**config.mk**
```make
export PLATFORM = sky130hd
export DESIGN_NAME = uart_packet_deframer
export DESIGN_NICKNAME = d
export VERILOG_FILES = /design/src/rtl/uart_packet_deframer.sv
export SDC_FILE = /design/constraint.sdc
export NUM_CORES = 1
export LEC_CHECK = 0
export BUFFER_PORTS_ARGS = -buffer_cell sky130_fd_sc_hd__buf_2
export CORE_MARGIN = 4
export CORE_UTILIZATION = 55
export CTS_BUF_LIST = sky130_fd_sc_hd__clkbuf_4 sky130_fd_sc_hd__clkbuf_8
export CTS_CLUSTER_DIAMETER = 40
export DETAILED_ROUTE_END_ITERATION = 8
export PLACE_DENSITY = 0.84
export SLEW_MARGIN = 10
export SYNTH_ARGS = -nofsm -noshare
export SYNTH_HDL_FRONTEND = slang
export SYNTH_SLANG_ARGS = --single-unit
```
**constraint.sdc**
```tcl
create_clock -name ipClk -period 1.9 [get_ports ipClk]
set_input_delay 0.095 -clock ipClk [delete_from_list [all_inputs] [get_ports ipClk]]
set_output_delay 0.095 -clock ipClk [all_outputs]
set_load 0.1 [all_outputs]
```
**src/rtl/uart_packet_deframer.sv**
```systemverilog
// rtl/uart_packet_deframer.sv - byte-stream deframer: SYNC, Dest, Src, Length, payload -> UART_PACKET beats
// Optional inter-byte timeout is built when PACKET_TIMEOUT_EN is defined.
module uart_packet_deframer #(
  parameter logic [7:0] SYNC_BYTE      = 8'h55,
  parameter int         TIMEOUT_CYCLES = 50000
) (
  input  logic        ipClk,
  input  logic        ipReset,
  input  logic [7:0]  ipRxData,
  input  logic        ipRxValid,
  output logic [34:0] opRxStream,
  output logic        opError
);

  typedef enum logic [2:0] {IDLE, DEST, SRC, LEN, DATA} stateT;

  stateT      state, nextState;
  logic [7:0] count, destination, source, length, data;
  logic       valid, sop, eop, error;
  logic       beat, lastBeat, errPulse, latchDest, latchSrc, latchLen;
  logic       timeoutHit;

  if (TIMEOUT_CYCLES < 1) begin : gBadTimeout
    $error("TIMEOUT_CYCLES must be at least 1");
  end

`ifdef PACKET_TIMEOUT_EN
  localparam int GAP_W = $clog2(TIMEOUT_CYCLES + 1);
  logic [GAP_W-1:0] gapCount;

  // The gap that would make gapCount reach TIMEOUT_CYCLES is the one that aborts the frame.
  assign timeoutHit = (state != IDLE) && !ipRxValid &&
                      (gapCount == GAP_W'(TIMEOUT_CYCLES - 1));

  always_ff @(posedge ipClk) begin
    if (ipReset || ipRxValid || state == IDLE || timeoutHit) begin
      gapCount <= '0;
    end else begin
      gapCount <= gapCount + 1'b1;
    end
  end
`else
  assign timeoutHit = 1'b0;
`endif

  always_comb begin
    nextState = state;
    beat      = 1'b0;
    lastBeat  = 1'b0;
    errPulse  = 1'b0;
    latchDest = 1'b0;
    latchSrc  = 1'b0;
    latchLen  = 1'b0;
    if (ipRxValid) begin
      case (state)
        IDLE: if (ipRxData == SYNC_BYTE) nextState = DEST;
        DEST: begin
          latchDest = 1'b1;
          nextState = SRC;
        end
        SRC: begin
          latchSrc  = 1'b1;
          nextState = LEN;
        end
        LEN: begin
          if (ipRxData == 8'h00) begin
            errPulse  = 1'b1;
            nextState = IDLE;
          end else begin
            latchLen  = 1'b1;
            nextState = DATA;
          end
        end
        DATA: begin
          beat = 1'b1;
          if (count == 8'd1) begin
            lastBeat  = 1'b1;
            nextState = IDLE;
          end
        end
        default: nextState = IDLE;
      endcase
    end else if (timeoutHit) begin
      errPulse  = 1'b1;
      nextState = IDLE;
    end
  end

  always_ff @(posedge ipClk) begin
    if (ipReset) begin
      state       <= IDLE;
      count       <= '0;
      destination <= '0;
      source      <= '0;
      length      <= '0;
      data        <= '0;
      valid       <= 1'b0;
      sop         <= 1'b0;
      eop         <= 1'b0;
      error       <= 1'b0;
    end else begin
      state <= nextState;
      valid <= beat;
      // count still equals length only on the first payload byte
      sop   <= beat && (count == length);
      eop   <= lastBeat;
      error <= errPulse;
      if (latchDest) destination <= ipRxData;
      if (latchSrc)  source      <= ipRxData;
      if (latchLen) begin
        length <= ipRxData;
        count  <= ipRxData;
      end
      if (beat) begin
        data  <= ipRxData;
        count <= count - 8'd1;
      end
    end
  end

  assign opRxStream = {source, destination, length, sop, eop, data, valid};
  assign opError    = error;

endmodule

```
* Yosys cells after proc, flatten, opt, wreduce, memory -nomap -nowiden
Index checks and enable logic that the tools add are counted.
** Storage, ports and cells
- Latch bits :: 0
- Bits in writable memories :: 0
- Memories kept :: 0
- Register bits :: 47
- Logic and storage cells :: 47
- Memory bits (read-only) :: 0
** Cells by class
- Divide/modulo/power cells :: 0
- Reductions and logical operators :: 7
- Magnitude comparators :: 0
- Equality and inequality tests :: 9
- Add/sub/neg operators :: 1
- Shift operators :: 0
- Bitwise operators :: 3
- Muxes and demuxes :: 17
- $mul :: 0
** Operators with widths (count)
- 8-bit two-way mux :: 2
- 3-bit case mux with 5 select lines :: 1
- 1-bit two-way mux :: 11
- 3-bit two-way mux :: 3
- 8-bit by 1-bit == test with 1-bit output, second input constant :: 1
- 8-bit by 7-bit == test with 1-bit output, second input constant :: 1
- 8-bit == test :: 1
- 8-bit logical NOT :: 1
- 8-bit by 1-bit subtractor with 8-bit output, second input constant :: 1
- 3-bit by 2-bit == test with 1-bit output, second input constant :: 2
- 3-bit OR reduction :: 2
- 2-bit inequality test, second input constant :: 2
- 3-bit by 1-bit == test with 1-bit output, second input constant :: 1
- 3-bit == test, second input constant :: 1
- 3-bit logical NOT :: 1
- 1-bit inverter :: 3
- 3-bit AND reduction :: 1
- 2-bit nonzero test :: 1
- 1-bit logical AND :: 1

* Longest topological paths before layout
Gate-level depths: netlist (run 1).
- Word-level depth :: 6
- Mapped depth :: 6
- Depth with buffers taken out :: 6

* Worst setup path before layout (run 1)
Ideal clock, no wire load.
- Path type :: register -> register
- Start point :: reg length[0]
- End point :: reg sop
- Library setup time :: 60 ps
- Cell stages (with the launch flop) :: 4
- Buffers on the path :: 0
- Path slack :: 329 ps
- Data required time :: 1840 ps
- Arrival time :: 1512 ps
- Path through :: dfxtp_1 > xor2_1 > nor4_1 > and3_1
** Between the ends
- Cells in the longest elaborated chain, start to end :: 2
** Ends and longest elaborated chain
- start, declared :: line 18 : logic [7:0] count, destination, source, length, data;
- start signal, assigned :: line 111 : length <= ipRxData;
- 8-bit == test :: line 105 : sop <= beat && (count == length);
- 1-bit logical AND :: line 105
- end signal, assigned :: line 105
- end, declared :: line 19 : logic valid, sop, eop, error;
No other way between the ends.
A chain may end at the register's enable or synchronous reset.

* Worst setup path after layout (run 1)
- Start point :: reg state[2]
- End point :: reg count[3]
** Between the ends
- Cells in the longest elaborated chain, start to end :: 4
- Elaborated cells between the ends (all ways) :: 8
- Those cells by class :: eq/ne (2); mux (5); reduce/logical (1)
** Ends and longest elaborated chain
- start, declared :: line 17 : stateT state, nextState;
- start signal, assigned :: line 102 : state <= nextState;
- 3-bit == test or 3-bit by 2-bit == test with 1-bit output (tied branches) :: line 55 : case (state)
- 1-bit two-way mux :: line 55
- 1-bit two-way mux :: line 54 : if (ipRxValid) begin
- 8-bit two-way mux or 2-bit nonzero test (tied branches)
- end signal, assigned :: line 112 : count <= ipRxData;
- end signal, assigned :: line 116 : count <= count - 8'd1;
- end, declared :: line 18
Parallel ways exist; a longest one is shown, timed or not.

==> results.cfg, run 1 <==
[clocking]
clk_pin_slew_ns = 0.13
cts.sinks = 47
post_cts_buffers = 0
htreeDepth = 2
cts_hold_buffers = 0
clock_path_buffers = 2
cts-root-buf = clkbuf_4
cts_buffers = 5
clock_latency_ns = 0.36
post_cts_resized = 0
tritoncts = built

[global_routing]
gr-total-overflow = 0
grt_antenna_before_repair = 0
grt_pass1_vias = 1594
grt_max_degree = 25
grt_pass1_wl_um = 7260
grt.total_usage_pct = 20.9

[worst_setup_path]
cp.required_ns = 2.15
critPathMaxFanout = 17
critPathKind = reg2reg
end_kind = register
worstSetupStartpointType = register
cp.arrival_ns = 1.94

[route]
drt-vias-per-instance = 5.55
drt_iter0_markers = 107
drt_first_pass_iters = 4
post_drt_wl_per_cell_um = 14.5
postRouteAntennaNets = 0
wl_um = 4440
drc = 0
vias = 1704

[die]
num_rows = 21
die_w_um = 67.9
die_area_sq_mm = 0.00461
initial_core_util_pct = 58.3
top_level_ports = 47
core_area_sq_mm = 0.00339
die_h_um = 67.9

[cells_and_area]
finalNetCount = 275
layout_commonest_cell = dfxtp_1
post-route-util_pct = 67.5
final_cell_mix = dfxtp_1, buf_2, nand2_1
fill_cells = 277
seqCellArea_sq_um = 941
area_growth_pct = 15.8
drive_above_1_share_pct = 26.1
n_antenna_cell = 0
multi_input_area_sq_um = 946

[logic_synthesis]
ys_ff_latch = 47
synth_nets = 232
yosys.area.top_type = dfxtp_1
synth-warning-count = 0
synth_area_per_cell_sq_um = 9.02
yosys-top-cells-area = dfxtp_1, mux2i_1, nand2_1
seq_area_frac_synth_pct = 47.7
yosys.area.top_type_share_pct = 47.7
synth.distinct_cells = 36
synth_cells = 219
synth_area_sq_mm = 0.00197

[sta]
hold_ws_ns = 0.00540
skew_ns = 0.0137
fmax_ghz = 0.590
setup_viol = 0
final-hold-violation-count = 0
fin_crit_sh_pct = 89.2
period_minus_slack_ns = 1.69
drv_slew = 0
max_slew_margin_pct = 66.0
setup_ws_ns = 0.205
worst_slew_pin_slew_ns = 0.514
setup_tns_ns = 0
rsz0062_at_grt = false

[place]
numPortBuffers = 46
dp_hpwl_um = 3230
pre_cts_slack_ns = 0.244
gp_congestion = 0.852

[power]
leakage_nw = 0.944
pwr_density_cell_mw_per_mm2 = 644
ir_worst_vdd_mv = 0.442

[job]
max-cap-violations = 0

[min_path]
min_path_type = in2reg

[status]
status = complete, no violations
-- layout make-up --
type | instances | area share (%)
Clock inverter | 1 | 0.328
Timing Repair Buffer | 54 | 12.7
Clock buffer | 5 | 1.64
Multi-Input combinational cell | 152 | 41.4
Sequential cell | 47 | 41.1
Tap cell | 46 | 2.52
Inverter | 2 | 0.328
-- per-layer routing --
layer | vias to the layer above | GRT usage (%) | wire, um
met1 | 803 | 25.2 | 1970
met2 | 61 | 36.5 | 2140
li1 | 836 | - | -
met5 | - | 0 | 0
met3 | 4 | 5.58 | 294
met4 | 0 | 6.20 | 32
-- state kept, by name, summed over array words and instances, names as in the netlist --
signal       flops
opError          1
valid            1
destination      8
source           8
length           8
eop              1
count            8
state            3
sop              1
data             8
-- worst max-delay path: stages, from the launching register on --
cell	delay, ns
dfxtp_1	0.53
nor4bb_2	0.34
buf_4	0.26
nand2_1	0.10
o311ai_1	0.24
a31oi_1	0.11
-- where the power goes --
part / internal, W / leakage (nW) / switching, W
Combinational: 0.0000185 / 0.543 / 0.0000374
Sequential: 0.000985 / 0.378 / 0.000000233
Clock: 0.000131 / 0.0232 / 0.000301
Total: 0.00113 / 0.944 / 0.000339
-- synth_stat cells, drive strengths merged --
| cell | count |
|---|---|
| o21ai | 3 |
| nand2 | 34 |
| nand4bb | 1 |
| clkbuf | 9 |
| buf | 9 |
| mux2i | 16 |
| a21oi | 19 |
| inv | 2 |
| nand3 | 10 |
| a31oi | 7 |
| nor3 | 2 |
| a311oi | 1 |
| dfxtp | 47 |
| o311ai | 1 |
| or4 | 2 |
| nor3b | 2 |
| nand4b | 1 |
| nand2b | 3 |
| o21a | 1 |
| nand4 | 1 |
| and3b | 1 |
| ha | 2 |
| xor2 | 9 |
| o211ai | 1 |
| a22oi | 1 |
| a221oi | 1 |
| and4b | 1 |
| nor2 | 25 |
| nor4 | 3 |
| nor4bb | 3 |
| and3 | 1 |
-- path summary, 6_finish.rpt --
check | from | to | slack (ns) | depth (start not counted)
worst max-delay path | state[2]$_SDFFE_PP0P_ | count[3]$_SDFFE_PP0P_ | 0.21 | 5
worst min-delay path | ipRxData[3] | data[3]$_SDFFE_PP0P_ | 0.005 | 3
worst max register to register | state[2]$_SDFFE_PP0P_ | count[3]$_SDFFE_PP0P_ | 0.21 | 5
worst min register to register | data[4]$_SDFFE_PP0P_ | data[4]$_SDFFE_PP0P_ | 0.46 | 2
-- cell families after synthesis --
logic type | share of synthesized area (%)
buffers and inverters | 5.39
AO/OA/AOI/OAI | 11.2
XOR/XNOR | 3.99
flip-flops | 47.7
multiplexers | 8.11
AND/OR/NAND/NOR | 22.4
adder cells (fa/ha/maj) | 1.27
-- per-stage QoR --
step / area (sq um) / std cells / power, W
after floorplan: 1970 / 219 / 0.00103
after global placement: 2240 / 301 / 0.00106
after detailed placement: 2240 / 301 / 0.00106
after CTS: 2290 / 307 / 0.00148
after global routing: 2290 / 307 / 0.00151
final: 2290 / 307 / 0.00147
(Power assumes the default switching activity.)
==> run 2, diff against run 1 <==
Settings changed: CORE_UTILIZATION 55 to 49, PLACE_DENSITY 0.84 to 0.79.
Clock period 1.9 ns to 1.4 ns, I/O delays scaled along.
==> results.cfg, run 2 (synthesis results as in run 1) <==
[status]
status = finished with violations
violations = setup timing

[worst_setup_path]
crit_top_cell = buf_4
critPathKind = reg2reg
worstSetupStartpoint = state[1]$_SDFFE_PP0P_
worst-path-buf-inv = 3
path_cells = nor4bb_4 > buf_4 > buf_4 > buf_4 > nand3_1 > a31oi_1
end_kind = register
worstSetupStartpointType = register
critical-path-max-stage-delay_ns = 0.38
timing.rr.start = state[1]$_SDFFE_PP0P_
cp.required_ns = 1.65
critPathMaxFanout = 6
cp_top_family = buffers and inverters
cp.arrival_ns = 1.70
slowest_stage = dfxtp_4

[sta]
skew_ns = 0.00819
final-hold-violation-count = 0
fin_crit_sh_pct = 103
period_minus_slack_ns = 1.45
rsz0062_at_grt = true
drv_slew = 0
fmax_ghz = 0.692
worst_slew_pin_slew_ns = 0.503
setup_viol = 6
setup_ws_ns = -0.0454
max_slew_margin_pct = 66.7

[place]
dp_hpwl_um = 3500
numPortBuffers = 46
gp_congestion = 0.832
pre_cts_slack_ns = -0.0492

[cells_and_area]
n_antenna_cell = 0
area_growth_pct = 38.6
finalNetCount = 303
final_cell_mix = buf_2, dfxtp_1, nand2_1
layout_commonest_cell = buf_2
drive_above_1_share_pct = 40.5
fill_cells = 269

[power]
ir_worst_vdd_mv = 0.646
leakage_nw = 1.17
totalPowerFinal_w = 0.00246
pwr_density_cell_mw_per_mm2 = 901

[die]
die_w_um = 71.5
initial_core_util_pct = 52.4
num_rows = 22
core_area_sq_mm = 0.00377
die_area_sq_mm = 0.00511
top_level_ports = 47
die_h_um = 71.5

[global_routing]
grt_max_degree = 24
grt.total_usage_pct = 20.6
grt_antenna_before_repair = 0
busiest_layer = met2
grt_util_met3_pct = 5.19
grt_pass1_wl_um = 8180
grt_use_met1_pct = 25.2
gr-total-overflow = 0
met2_usage_pct = 33.9
grt_pass1_vias = 1717

[route]
drt_first_pass_iters = 4
vias = 1890
postRouteAntennaNets = 0
wl_um = 5640
drt_iter0_markers = 151
drc = 0
post_drt_wl_per_cell_um = 16.6
drt-vias-per-instance = 5.58

[clocking]
clock_path_buffers = 2
htreeDepth = 2
clk_pin_slew_ns = 0.09
cts_hold_buffers = 0
cts_buffers = 5
clock_latency_ns = 0.32
cts-root-buf = clkbuf_8
cts.sinks = 47
tritoncts = built

[job]
max-cap-violations = 0

[min_path]
min_path_type = in2reg
min_from = ipRxData[6]
==> run 2: stage by stage <==
step | area, sq um | utilization, % | setup TNS [ns] | std cells | hold WS, ns
final | 2740 | 72.6 | -0.114 | 339 | 0.129
after global routing | 2740 | 72.6 | -0.955 | 339 | 0.160
after CTS | 2580 | 68.3 | 0 | 333 | 0.123
after detailed placement | 2420 | 64.1 | -0.141 | 323 | 0.448
after global placement | 2420 | 64.1 | -0.0312 | 323 | 0.424
after floorplan | 1980 | - | 0 | 219 | 0.206
==> run 2: cell type report <==
type                            count  area (sq um)  share of cell area (%)
Tap cell                           48          60.1                    2.19
Sequential cell                    47           961                    35.1
Multi-Input combinational cell    152          1020                    37.2
Inverter                            2          7.51                   0.274
Clock inverter                      3          47.5                    1.74
Timing Repair Buffer               82           574                    21.0
Clock buffer                        5          68.8                    2.51
==> run 2: tightest hold or removal path: cells and delay by family <==
kind                   cells  cell delay [ns]
buffers and inverters      2             0.20
muxes                      1             0.07
and+or+nand+nor            1             0.07
==> run 2: routing by layer <==
metal / wire (um) / vias up / part of all wire [%]
li1: - / 896 / -
met1: 2340 / 913 / 41
met2: 2830 / 66 / 50
met3: 335 / 15 / 5.9
met4: 134 / 0 / 2.4
met5: 0 / - / 0
==> run 2: worst paths after layout <==
check,slack [ns],depth (start not counted),end
setup / recovery,-0.05,6,count[5]$_SDFFE_PP0P_
hold / removal,0.13,4,source[6]$_SDFFE_PP0P_
hold reg to reg,0.46,2,data[3]$_SDFFE_PP0P_
setup reg to reg,-0.05,6,count[5]$_SDFFE_PP0P_
==> run 2: power breakdown <==
group,internal (W),switching (W)
clock network,0.000541,0.000494
logic,0.0000408,0.0000570
registers,0.00133,0.000000308
total,0.00191,0.000551
==> run 2: what timing repair did <==
item | in CTS | in global routing
setup buffers | 1 | 4
setup endpoints to repair | 16 | 22
gates cloned | 1 | 2
pin swaps | 2 | 5
resized for setup | 10 | 17
hold endpoints to repair | 0 | 0
